[config.mk]
export PLATFORM = sky130hd
export DESIGN_NAME = instr_fetch_queue_flat
export DESIGN_NICKNAME = d
export VERILOG_FILES = /design/src/rtl/instr_fetch_queue_if.sv /design/src/rtl/instr_fetch_queue.sv /design/src/flat_wrapper.sv
export SDC_FILE = /design/constraint.sdc
export NUM_CORES = 1
export LEC_CHECK = 0
export CAP_MARGIN = 30
export CORE_UTILIZATION = 28
export DETAILED_ROUTE_END_ITERATION = 6
export PLACE_DENSITY = 0.45
export SYNTH_ARGS = -nofsm -noshare
export SYNTH_HDL_FRONTEND = slang
export SYNTH_SLANG_ARGS = --single-unit
[constraint.sdc]
create_clock -name clk -period 5 [get_ports clk]
set_clock_uncertainty 0.2 [all_clocks]
set_input_delay 1.5 -clock clk [delete_from_list [all_inputs] [get_ports clk]]
set_output_delay 1.5 -clock clk [all_outputs]
set_load 0.05 [all_outputs]
[src/rtl/instr_fetch_queue_if.sv]
// Fetch-stage bus bundle: redirect input, instruction-memory request/response,
// decode-side handshake and the visible fetch PC.
interface instr_fetch_queue_if #(
  parameter int unsigned ADDR_W = 64,
  parameter int unsigned INSN_W = 32
);

  logic              redirect_valid;
  logic [ADDR_W-1:0] redirect_pc;

  logic              imem_req_valid;
  logic [ADDR_W-1:0] imem_req_addr;
  logic              imem_req_ready;

  logic              imem_resp_valid;
  logic [INSN_W-1:0] imem_resp_insn;

  logic              id_valid;
  logic [INSN_W-1:0] id_insn;
  logic [ADDR_W-1:0] id_pc;
  logic              id_ready;

  logic [ADDR_W-1:0] fetch_pc;

  // Fetch stage side.
  modport master (
    input  redirect_valid,
    input  redirect_pc,
    output imem_req_valid,
    output imem_req_addr,
    input  imem_req_ready,
    input  imem_resp_valid,
    input  imem_resp_insn,
    output id_valid,
    output id_insn,
    output id_pc,
    input  id_ready,
    output fetch_pc
  );

  // Environment side (memory, decode, redirect source).
  modport slave (
    output redirect_valid,
    output redirect_pc,
    input  imem_req_valid,
    input  imem_req_addr,
    output imem_req_ready,
    output imem_resp_valid,
    output imem_resp_insn,
    input  id_valid,
    input  id_insn,
    input  id_pc,
    output id_ready,
    input  fetch_pc
  );

endinterface

[src/rtl/instr_fetch_queue.sv]
// Instruction fetch queue: owns the fetch PC, issues in-order requests to
// instruction memory under a credit limit, buffers returned words with their
// PC in a FIFO for decode, and drops in-flight responses after a redirect.
module instr_fetch_queue #(
  parameter int unsigned DEPTH  = 4,
  parameter int unsigned ADDR_W = 64,
  parameter int unsigned INSN_W = 32
) (
  input  logic                 clk,
  input  logic                 rst,
  instr_fetch_queue_if.master  bus
);

  localparam int unsigned PW = $clog2(DEPTH);
  localparam int unsigned CW = PW + 1;

  typedef logic [PW-1:0] ptr_t;
  typedef logic [CW-1:0] cnt_t;

  localparam ptr_t PtrOne = ptr_t'(1);
  localparam cnt_t CntOne = cnt_t'(1);

  typedef enum logic [0:0] {StRun, StDrain} state_e;

  state_e            state_q, state_d;
  logic [ADDR_W-1:0] fetch_pc_q, fetch_pc_d;
  cnt_t              occ_q, occ_d;
  cnt_t              out_q, out_d;
  cnt_t              discard_q, discard_d;
  ptr_t              rd_ptr_q, rd_ptr_d;
  ptr_t              wr_ptr_q, wr_ptr_d;
  ptr_t              tag_rd_q, tag_rd_d;
  ptr_t              tag_wr_q, tag_wr_d;

  logic [ADDR_W-1:0] fifo_pc_q   [DEPTH];
  logic [INSN_W-1:0] fifo_insn_q [DEPTH];
  logic [ADDR_W-1:0] tag_q       [DEPTH];

  logic              req_valid;
  logic              req_fire;
  logic              resp_keep;
  logic              id_valid;
  logic              id_pop;
  logic [CW:0]       inflight;

  // Low PC bits of a redirect target are forced to zero.
  logic unused_redirect_lsb;
  assign unused_redirect_lsb = ^bus.redirect_pc[1:0];

  // Request credit, handshake qualifiers and decode-side outputs.
  always_comb begin
    inflight  = {1'b0, occ_q} + {1'b0, out_q};
    req_valid = (state_q == StRun) && !bus.redirect_valid && (inflight < (CW + 1)'(DEPTH));
    req_fire  = req_valid && bus.imem_req_ready;
    // A redirect drops any same-cycle response and ignores id_ready.
    resp_keep = bus.imem_resp_valid && (discard_q == '0) && !bus.redirect_valid;
    id_valid  = (occ_q != '0);
    id_pop    = id_valid && bus.id_ready && !bus.redirect_valid;

    bus.imem_req_valid = req_valid;
    bus.imem_req_addr  = fetch_pc_q;
    bus.fetch_pc       = fetch_pc_q;
    bus.id_valid       = id_valid;
    bus.id_insn        = id_valid ? fifo_insn_q[rd_ptr_q] : '0;
    bus.id_pc          = id_valid ? fifo_pc_q[rd_ptr_q] : '0;
  end

  // Next-state for PC, pointers, counters and the RUN/DRAIN state.
  always_comb begin
    state_d    = state_q;
    fetch_pc_d = fetch_pc_q;
    occ_d      = occ_q;
    out_d      = out_q;
    discard_d  = discard_q;
    rd_ptr_d   = rd_ptr_q;
    wr_ptr_d   = wr_ptr_q;
    tag_rd_d   = tag_rd_q;
    tag_wr_d   = tag_wr_q;

    if (bus.redirect_valid) begin
      fetch_pc_d = {bus.redirect_pc[ADDR_W-1:2], 2'b00};
      occ_d      = '0;
      out_d      = '0;
      rd_ptr_d   = '0;
      wr_ptr_d   = '0;
      tag_rd_d   = '0;
      tag_wr_d   = '0;
      // Everything still in flight becomes discard debt, less any word arriving now.
      discard_d  = out_q + discard_q - (bus.imem_resp_valid ? CntOne : '0);
      state_d    = (discard_d != '0) ? StDrain : StRun;
    end else begin
      if (req_fire) begin
        fetch_pc_d = fetch_pc_q + ADDR_W'(4);
        tag_wr_d   = tag_wr_q + PtrOne;
      end

      if (bus.imem_resp_valid) begin
        if (discard_q != '0) begin
          discard_d = discard_q - CntOne;
        end else begin
          wr_ptr_d = wr_ptr_q + PtrOne;
          tag_rd_d = tag_rd_q + PtrOne;
        end
      end

      if (id_pop) begin
        rd_ptr_d = rd_ptr_q + PtrOne;
      end

      unique case ({resp_keep, id_pop})
        2'b10:   occ_d = occ_q + CntOne;
        2'b01:   occ_d = occ_q - CntOne;
        default: occ_d = occ_q;
      endcase

      unique case ({req_fire, resp_keep})
        2'b10:   out_d = out_q + CntOne;
        2'b01:   out_d = out_q - CntOne;
        default: out_d = out_q;
      endcase

      if ((state_q == StDrain) && (discard_d == '0)) begin
        state_d = StRun;
      end
    end
  end

  // Control state with synchronous active-low reset.
  always_ff @(posedge clk) begin
    if (!rst) begin
      state_q    <= StRun;
      fetch_pc_q <= '0;
      occ_q      <= '0;
      out_q      <= '0;
      discard_q  <= '0;
      rd_ptr_q   <= '0;
      wr_ptr_q   <= '0;
      tag_rd_q   <= '0;
      tag_wr_q   <= '0;
    end else begin
      state_q    <= state_d;
      fetch_pc_q <= fetch_pc_d;
      occ_q      <= occ_d;
      out_q      <= out_d;
      discard_q  <= discard_d;
      rd_ptr_q   <= rd_ptr_d;
      wr_ptr_q   <= wr_ptr_d;
      tag_rd_q   <= tag_rd_d;
      tag_wr_q   <= tag_wr_d;
    end
  end

  // Storage arrays; contents are only meaningful behind valid pointers, so no reset.
  always_ff @(posedge clk) begin
    if (rst && req_fire) begin
      tag_q[tag_wr_q] <= fetch_pc_q;
    end
    if (rst && resp_keep) begin
      fifo_pc_q[wr_ptr_q]   <= tag_q[tag_rd_q];
      fifo_insn_q[wr_ptr_q] <= bus.imem_resp_insn;
    end
  end

endmodule

[src/flat_wrapper.sv]
// flat-port wrapper written by rule: the top's interface ports become plain ports
module instr_fetch_queue_flat 
#(
  parameter int unsigned DEPTH  = 4,
  parameter int unsigned ADDR_W = 64,
  parameter int unsigned INSN_W = 32
)
  (clk, rst, bus_redirect_valid, bus_redirect_pc, bus_imem_req_valid, bus_imem_req_addr, bus_imem_req_ready, bus_imem_resp_valid, bus_imem_resp_insn, bus_id_valid, bus_id_insn, bus_id_pc, bus_id_ready, bus_fetch_pc);
  instr_fetch_queue_if #(.ADDR_W(ADDR_W), .INSN_W(INSN_W)) bus_i ();
  input  logic clk;
  input  logic rst;
  input wire logic [$bits(bus_i.redirect_valid)-1:0] bus_redirect_valid;
  input wire logic [$bits(bus_i.redirect_pc)-1:0] bus_redirect_pc;
  output wire logic [$bits(bus_i.imem_req_valid)-1:0] bus_imem_req_valid;
  output wire logic [$bits(bus_i.imem_req_addr)-1:0] bus_imem_req_addr;
  input wire logic [$bits(bus_i.imem_req_ready)-1:0] bus_imem_req_ready;
  input wire logic [$bits(bus_i.imem_resp_valid)-1:0] bus_imem_resp_valid;
  input wire logic [$bits(bus_i.imem_resp_insn)-1:0] bus_imem_resp_insn;
  output wire logic [$bits(bus_i.id_valid)-1:0] bus_id_valid;
  output wire logic [$bits(bus_i.id_insn)-1:0] bus_id_insn;
  output wire logic [$bits(bus_i.id_pc)-1:0] bus_id_pc;
  input wire logic [$bits(bus_i.id_ready)-1:0] bus_id_ready;
  output wire logic [$bits(bus_i.fetch_pc)-1:0] bus_fetch_pc;
  assign bus_i.redirect_valid = bus_redirect_valid;
  assign bus_i.redirect_pc = bus_redirect_pc;
  assign bus_imem_req_valid = bus_i.imem_req_valid;
  assign bus_imem_req_addr = bus_i.imem_req_addr;
  assign bus_i.imem_req_ready = bus_imem_req_ready;
  assign bus_i.imem_resp_valid = bus_imem_resp_valid;
  assign bus_i.imem_resp_insn = bus_imem_resp_insn;
  assign bus_id_valid = bus_i.id_valid;
  assign bus_id_insn = bus_i.id_insn;
  assign bus_id_pc = bus_i.id_pc;
  assign bus_i.id_ready = bus_id_ready;
  assign bus_fetch_pc = bus_i.fetch_pc;
  instr_fetch_queue #(.DEPTH(DEPTH), .ADDR_W(ADDR_W), .INSN_W(INSN_W)) u_core (.clk(clk), .rst(rst), .bus(bus_i));
endmodule
==> impl_results.md, run 1 <==
* Clock sink count at between 700 and 800
* FF+latch count, synth at 708
* Vias post-DR at 15800
* Synth cell count leaders: edfxtp_1 (624), mux4_2 (156), and2_1 (101)
* Synth Area per Inst at between 15 and 20 sq um
* Cell taking the most area after synthesis: edfxtp_1
* Filler cell count at between 9000 and 10000
* Post-synth top area share at 66.0%
* Vias in the first global route at approximately 16000
* Final net count at 2044
* Root buffer cell: clkbuf_16
* CP startpoint kind: register
* Rel. slew slack at 39.8%
* Maxcap violations at 0
* Post-route ant nets at 0
* Hold-fix buffers at CTS at 0
* First-pass GRT wire length at 117000 um
* CTS tree: built
* Top-count cell post-synth: edfxtp_1
* Gr ovfl total at 0
* Worst Tran Pin Value at between 0.8 and 0.9 ns
* Fin util at 35.7%
* Post-synth cell types at 57
* Initial antenna violation count at 11
* Syn Inst Count at 1608
* Ratio of cells with drive above 1 in the final layout at 17.5%
* HP Class: reg2reg
* Endpoint class of the critical path: primary output
* Largest net degree at the start of global routing at 95
* Die area at 103000 sq um
* H-tree depth at 3
* CTS Buffer Depth at 3
* Post-DP Area at approximately 33000 sq um
* Sequential area share after synthesis at between 70% and 80%
* Main synth FF type: edfxtp_1
* IO Pins at approximately 330
* Die Ht at roughly 320 um
* Setup violators final at 0
* Pwr dens at 385 nW/um^2
* Average wire per standard cell at 24.3 um
* Worst-path maximum fanout at 17
* First-pass DRT Iterations at 5
* Yosys warnings at 0
* Fmax at 211 MHz
* Post-CTS setup buffers at 0
* Number of synthesized flops with an enable pin at 624
* Final Hold Viols at 0
* Port Buf Inserts at 319
* # DRC at 0
* Max VDD drop at 0.000219 V
* Worst endpoint data arrival time at 3.05 ns
* Initial Util at 28.3%
* Cts repair resizes at 0
* Crit share post-route at a little over nine tenths
* TNS Setup at 0 ns
* Share of flip-flops with an asynchronous set or reset at 0%
* LEAKAGE at between 10 and 15 nW
* Post-DP HPWL at 50900 um
* Mapped Area at 28400 sq um
* Core ar. at approximately 100000 sq um
* RSZ-0062 raised after global routing: false
* Tmin final at 4.75 ns
* Latest clock arrival within the worst-skew pair at 0.63 ns
* Synth top area cells: edfxtp_1 (66%), mux4_2 (12%), dfxtp_1 (5.9%)
* Outcome: finished, final reports clean
* Total Routing Usage GR at 15.8%
* Clk slew on worst S/H paths at 0.06 ns
* CP Class: reg2out
* Syn-to-layout area delta at 25.9%
* Die width at 321 um
* Total CTS buffers at 80
* Final instance area at 35800 sq um
* GP Congestion at 0.782
* WP data required at roughly 3.3 ns
* Number of vias per cell at between 4 and 5
* Num rows at approximately 120
* Total Wirelength at ~80000 um
* Initial DRC count at ~1100
* Max-slew violations at 0
## path summary, 6_finish.rpt
check,depth (start not counted),startpoint,endpoint,slack (ns)
min reg2reg,2,u_core.bus.fetch_pc[29],u_core.bus.fetch_pc[29],0.26
min,2,u_core.bus.fetch_pc[29],u_core.bus.fetch_pc[29],0.26
max,4,register,bus_id_pc[25],0.25
max reg2reg,6,u_core.bus.fetch_pc[10],u_core.bus.fetch_pc[30],1.53
## metrics by stage
| stage | setup slack [ns] | instances | total power [mW] | hold WS, ns |
|---|---|---|---|---|
| final | 0.252 | 3344 | 13.8 | 0.259 |
| after global routing | 0.0906 | 3340 | 14.3 | 0.284 |
| after CTS | 0.121 | 3340 | 14.0 | 0.260 |
| after detailed placement | 0.799 | 3196 | 8.08 | 0.252 |
| after global placement | 0.736 | 3195 | 8.06 | 0.256 |
| after floorplan | 0.247 | 1613 | 7.57 | 0.259 |
## sequential cells by signal, summed over array words and instances, names as in the netlist, named ones only
name	flops
u_core.tag_q	248
u_core.discard_q	3
u_core.rd_ptr_q	2
u_core.tag_rd_q	2
u_core.out_q	3
u_core.wr_ptr_q	2
u_core.occ_q	3
u_core.fifo_insn_q	128
u_core.bus.fetch_pc	62
u_core.state_q	1
u_core.tag_wr_q	2
u_core.fifo_pc_q	248
## report_power, final
group          leakage (nW)  total, mW  internal [mW]  switching [mW]
Clock                  1.28       5.85           3.49            2.35
Combinational          3.51       1.20          0.453           0.750
Sequential             6.37       6.73           6.58           0.156
Total                  11.2       13.8           10.5            3.26
## cells in the final DEF (no fill, tap or decap), drive strengths merged, types with 3 or more instances in the layout
| master | synthesis | routed |
|---|---|---|
| edfxtp | 624 | 624 |
| clkdlybuf4s50 | 0 | 315 |
| mux4 | 156 | 156 |
| clkbuf | 58 | 103 |
| and2 | 101 | 101 |
| dfxtp | 84 | 84 |
| a21oi | 55 | 55 |
| buf | 86 | 55 |
| nor2 | 51 | 51 |
| nand2 | 48 | 48 |
| o21ai | 43 | 43 |
| clkinv | 2 | 33 |
| inv | 29 | 29 |
| nand4 | 28 | 28 |
| nand3 | 27 | 27 |
| and3 | 22 | 22 |
| xor2 | 21 | 21 |
| xnor2 | 21 | 21 |
| nor3 | 19 | 19 |
| ha | 18 | 18 |
| and4 | 11 | 11 |
| nor4 | 11 | 11 |
| a22oi | 10 | 10 |
| bufinv | 0 | 8 |
| or3 | 8 | 8 |
| a31oi | 7 | 7 |
| o21a | 6 | 6 |
| conb | 1 | 6 |
| or4 | 5 | 5 |
| a41oi | 5 | 5 |
| diode | 0 | 4 |
| a211oi | 4 | 4 |
| o22ai | 4 | 4 |
| nand2b | 3 | 3 |
| a221oi | 3 | 3 |
| o31ai | 3 | 3 |
| o211a | 3 | 3 |
| fa | 3 | 3 |
## critical path, stage by stage, from the launching register on
cell             delay [ns]
dfxtp_4                0.64
buf_4                  0.33
mux4_2                 0.53
and2_1                 0.20
clkdlybuf4s50_1        0.70
## layer usage
metal  track usage [%]  part of all wire [%]  wire (um)  up-vias
met1              21.5                    45      36900     8345
met5                 0                 0.096         78        -
met2              25.5                    47      38500      425
met4              4.09                   1.6       1340       12
li1                  -                     -          -     6936
met3              3.32                   5.4       4420      105
## final cells by class
| cell class | instances | area (sq um) | share of cell area [%] |
|---|---|---|---|
| diodes | 4 | 10.0 | 0.0280 |
| clock buffers | 103 | 2180 | 6.10 |
| clock inverters | 41 | 428 | 1.20 |
| inverters | 31 | 116 | 0.325 |
| multi-input cells | 730 | 7130 | 19.9 |
| flip-flops and latches | 708 | 20400 | 57.1 |
| well taps | 1357 | 1700 | 4.75 |
| repair buffers | 370 | 3770 | 10.5 |
## kinds of logic after synthesis
logic type	after synthesis	share of synthesized area (%)
buf+inv	175	3.22
mux	159	12.5
compound gates	160	3.45
flops	708	71.9
xor+xnor	42	1.29
fa+ha+maj	21	1.00
other cells	1	0.0132
simple gates	342	6.66
Power figures use the tool's default switching activity.
==> run 2, diff against run 1 <==
- CORE_UTILIZATION: 28 -> 25
- PLACE_DENSITY: 0.45 -> 0.41
==> impl_results.md, run 2 (synthesized netlist as in run 1, its figures left out) <==
* Outcome: finished, final reports clean
* Rel. slew slack at 32.3% (-7.5 points)
* Final net count at 2053 (+0.44%)
* Commonest non-fill, non-tap cell in the layout: edfxtp_1
* IO Pins at 328 (unchanged)
* First-pass GRT wire length at 121000 um (+3.2%)
* Post-DP HPWL at 53600 um (+5.2%)
* Port Buf Inserts at 319 (unchanged)
* Syn-to-layout area delta at 27.0%
* Total Routing Usage GR at 14.7% (-1.1 points)
* Crit share post-route at 93.5% (-1.4 points)
* Total CTS buffers at 82 (+2.5%)
* Dpl cells at 3346 (+4.7%)
* Tmin final at 4.68 ns (-0.0713 ns)
* Total Wirelength at 84400 um (+3.9%)
* Worst endpoint data arrival time at 2.98 ns (-0.07 ns)
* Initial DRC count at 979 (-7.0%)
* Final Hold Viols at 0 (unchanged)
* Vias post-DR at 15800 (-0.20%)
* Worst-path maximum fanout at 25 (+8)
* Filler cell count at 10900 (+15%)
* Post-route ant nets at 0 (unchanged)
* R2r setup slk at 1.55 ns (+0.02 ns)
* HP Class: reg2reg
* Max-slew violations at 0 (unchanged)
* Clk slew on worst S/H paths at 0.06 ns (about the same)
* H-tree depth at 3 (unchanged)
* Ratio of cells with drive above 1 in the final layout at 17.8% (+0.29 points)
* Core ar. at 112000 sq um (+12%)
* Gr ovfl total at 0 (unchanged)
* Top flop regs: u_core.fifo_pc_q x248, u_core.tag_q x248, u_core.fifo_insn_q x128
* Initial antenna violation count at 16 (+5)
* GP Congestion at 0.743 (-4.9%)
* Endpoint class of the critical path: primary output
* Fmax at 214 MHz (+1.5%)
* Fin util at 32.1% (-3.6 points)
* CP Class: reg2out
* Die Ht at 339 um (+5.8%)
* Vias in the first global route at 16700 (+1.5%)
* WP data required at 3.30 ns (about the same)
* CP startpoint kind: register
* Latest clock arrival within the worst-skew pair at 0.65 ns (+0.02 ns)
* Num rows at 123 (+6.0%)
* Post-CTS setup buffers at 0 (unchanged)
* Finished Layout Cells at 3499 (+4.6%)
* Number of vias per cell at 4.51 (-4.6%)
* First-pass DRT Iterations at 5 (unchanged)
* Worst Tran Pin Value at 1.01 ns (+0.112 ns)
* Root buffer cell: clkbuf_16
* Commonest cells after routing, fill and taps aside: edfxtp_1 (624), clkdlybuf4s50_1 (315), mux4_2 (156)
* Largest net degree at the start of global routing at 67 (-29%)
* Setup violators final at 0 (unchanged)
* Hold-fix buffers at CTS at 0 (unchanged)
* Die width at 339 um (+5.8%)
* LEAKAGE at 11.2 nW (+0.55%)
* TNS Setup at 0 ns (unchanged)
* Clock sink count at 708 (unchanged)
* Cts repair resizes at 0 (unchanged)
* Initial Util at 25.3% (-3.1 points)
* Die area at 115000 sq um (+12%)
* RSZ-0062 raised after global routing: false
* # DRC at 0 (unchanged)
* CTS tree: built
* Average wire per standard cell at 24.1 um (-0.65%)
* Max VDD drop at 0.000262 V (+20%)
* Maxcap violations at 0 (unchanged)
* Pwr dens at 387 nW/um^2 (+0.42%)
* CTS Buffer Depth at 3 (unchanged)
run 2: cell count changes in the layout (fill, tap and decap cells not counted), moves of 3 or more:
cell and change:
clkinv_1 +3, inv_6 +3, clkinv_2 -3, buf_4 +7
run 2: stage by stage:
| step | instance area, sq um | hold WS, ns | setup WS [ns] | total power [mW] |
|---|---|---|---|---|
| after CTS | 36100 | 0.266 | 0.170 | 14.2 |
| after global routing | 36100 | 0.293 | 0.108 | 14.5 |
| final | 36100 | 0.262 | 0.323 | 14.0 |
| after floorplan | 28400 | 0.259 | 0.247 | 7.57 |
| after detailed placement | 33400 | 0.258 | 0.871 | 8.09 |
| after global placement | 33400 | 0.247 | 0.882 | 8.08 |
run 2: where the power goes:
part           total [mW]  internal [mW]  switching (mW)
clock network        6.02           3.57            2.45
logic                1.21          0.454           0.758
registers            6.73           6.58           0.150
total                14.0           10.6            3.36
run 2: per-layer routing:
metal | global-route usage [%] | up-vias | routed length (um)
met2 | 23.5 | 442 | 39600
met3 | 3.35 | 122 | 4960
met5 | 0 | - | 103
li1 | - | 6959 | -
met1 | 19.6 | 8253 | 37800
met4 | 4.52 | 16 | 1940
run 2: layout make-up:
type / instances / area [sq um] / area share [%]
flip-flops and latches: 708 / 20400 / 56.7
well taps: 1500 / 1880 / 5.20
repair buffers: 377 / 3820 / 10.6
clock inverters: 44 / 460 / 1.28
diodes: 3 / 7.51 / 0.0208
inverters: 31 / 116 / 0.323
multi-input cells: 730 / 7130 / 19.8
clock buffers: 106 / 2230 / 6.17
run 2: final timing paths:
path / from / endpoint / cells past startpoint
hold / removal: u_core.bus.fetch_pc[29] / u_core.bus.fetch_pc[29] / 2
setup / recovery: register / bus_id_insn[9] / 4
hold reg to reg: u_core.bus.fetch_pc[29] / u_core.bus.fetch_pc[29] / 2
setup reg to reg: u_core.bus.fetch_pc[13] / u_core.bus.fetch_pc[56] / 6
run 2: critical path, cell delays in order, from the launching register on:
cell and delay (ns):
dfxtp_4 0.71, buf_4 0.37, mux4_2 0.34, and2_1 0.16, clkdlybuf4s50_1 0.72
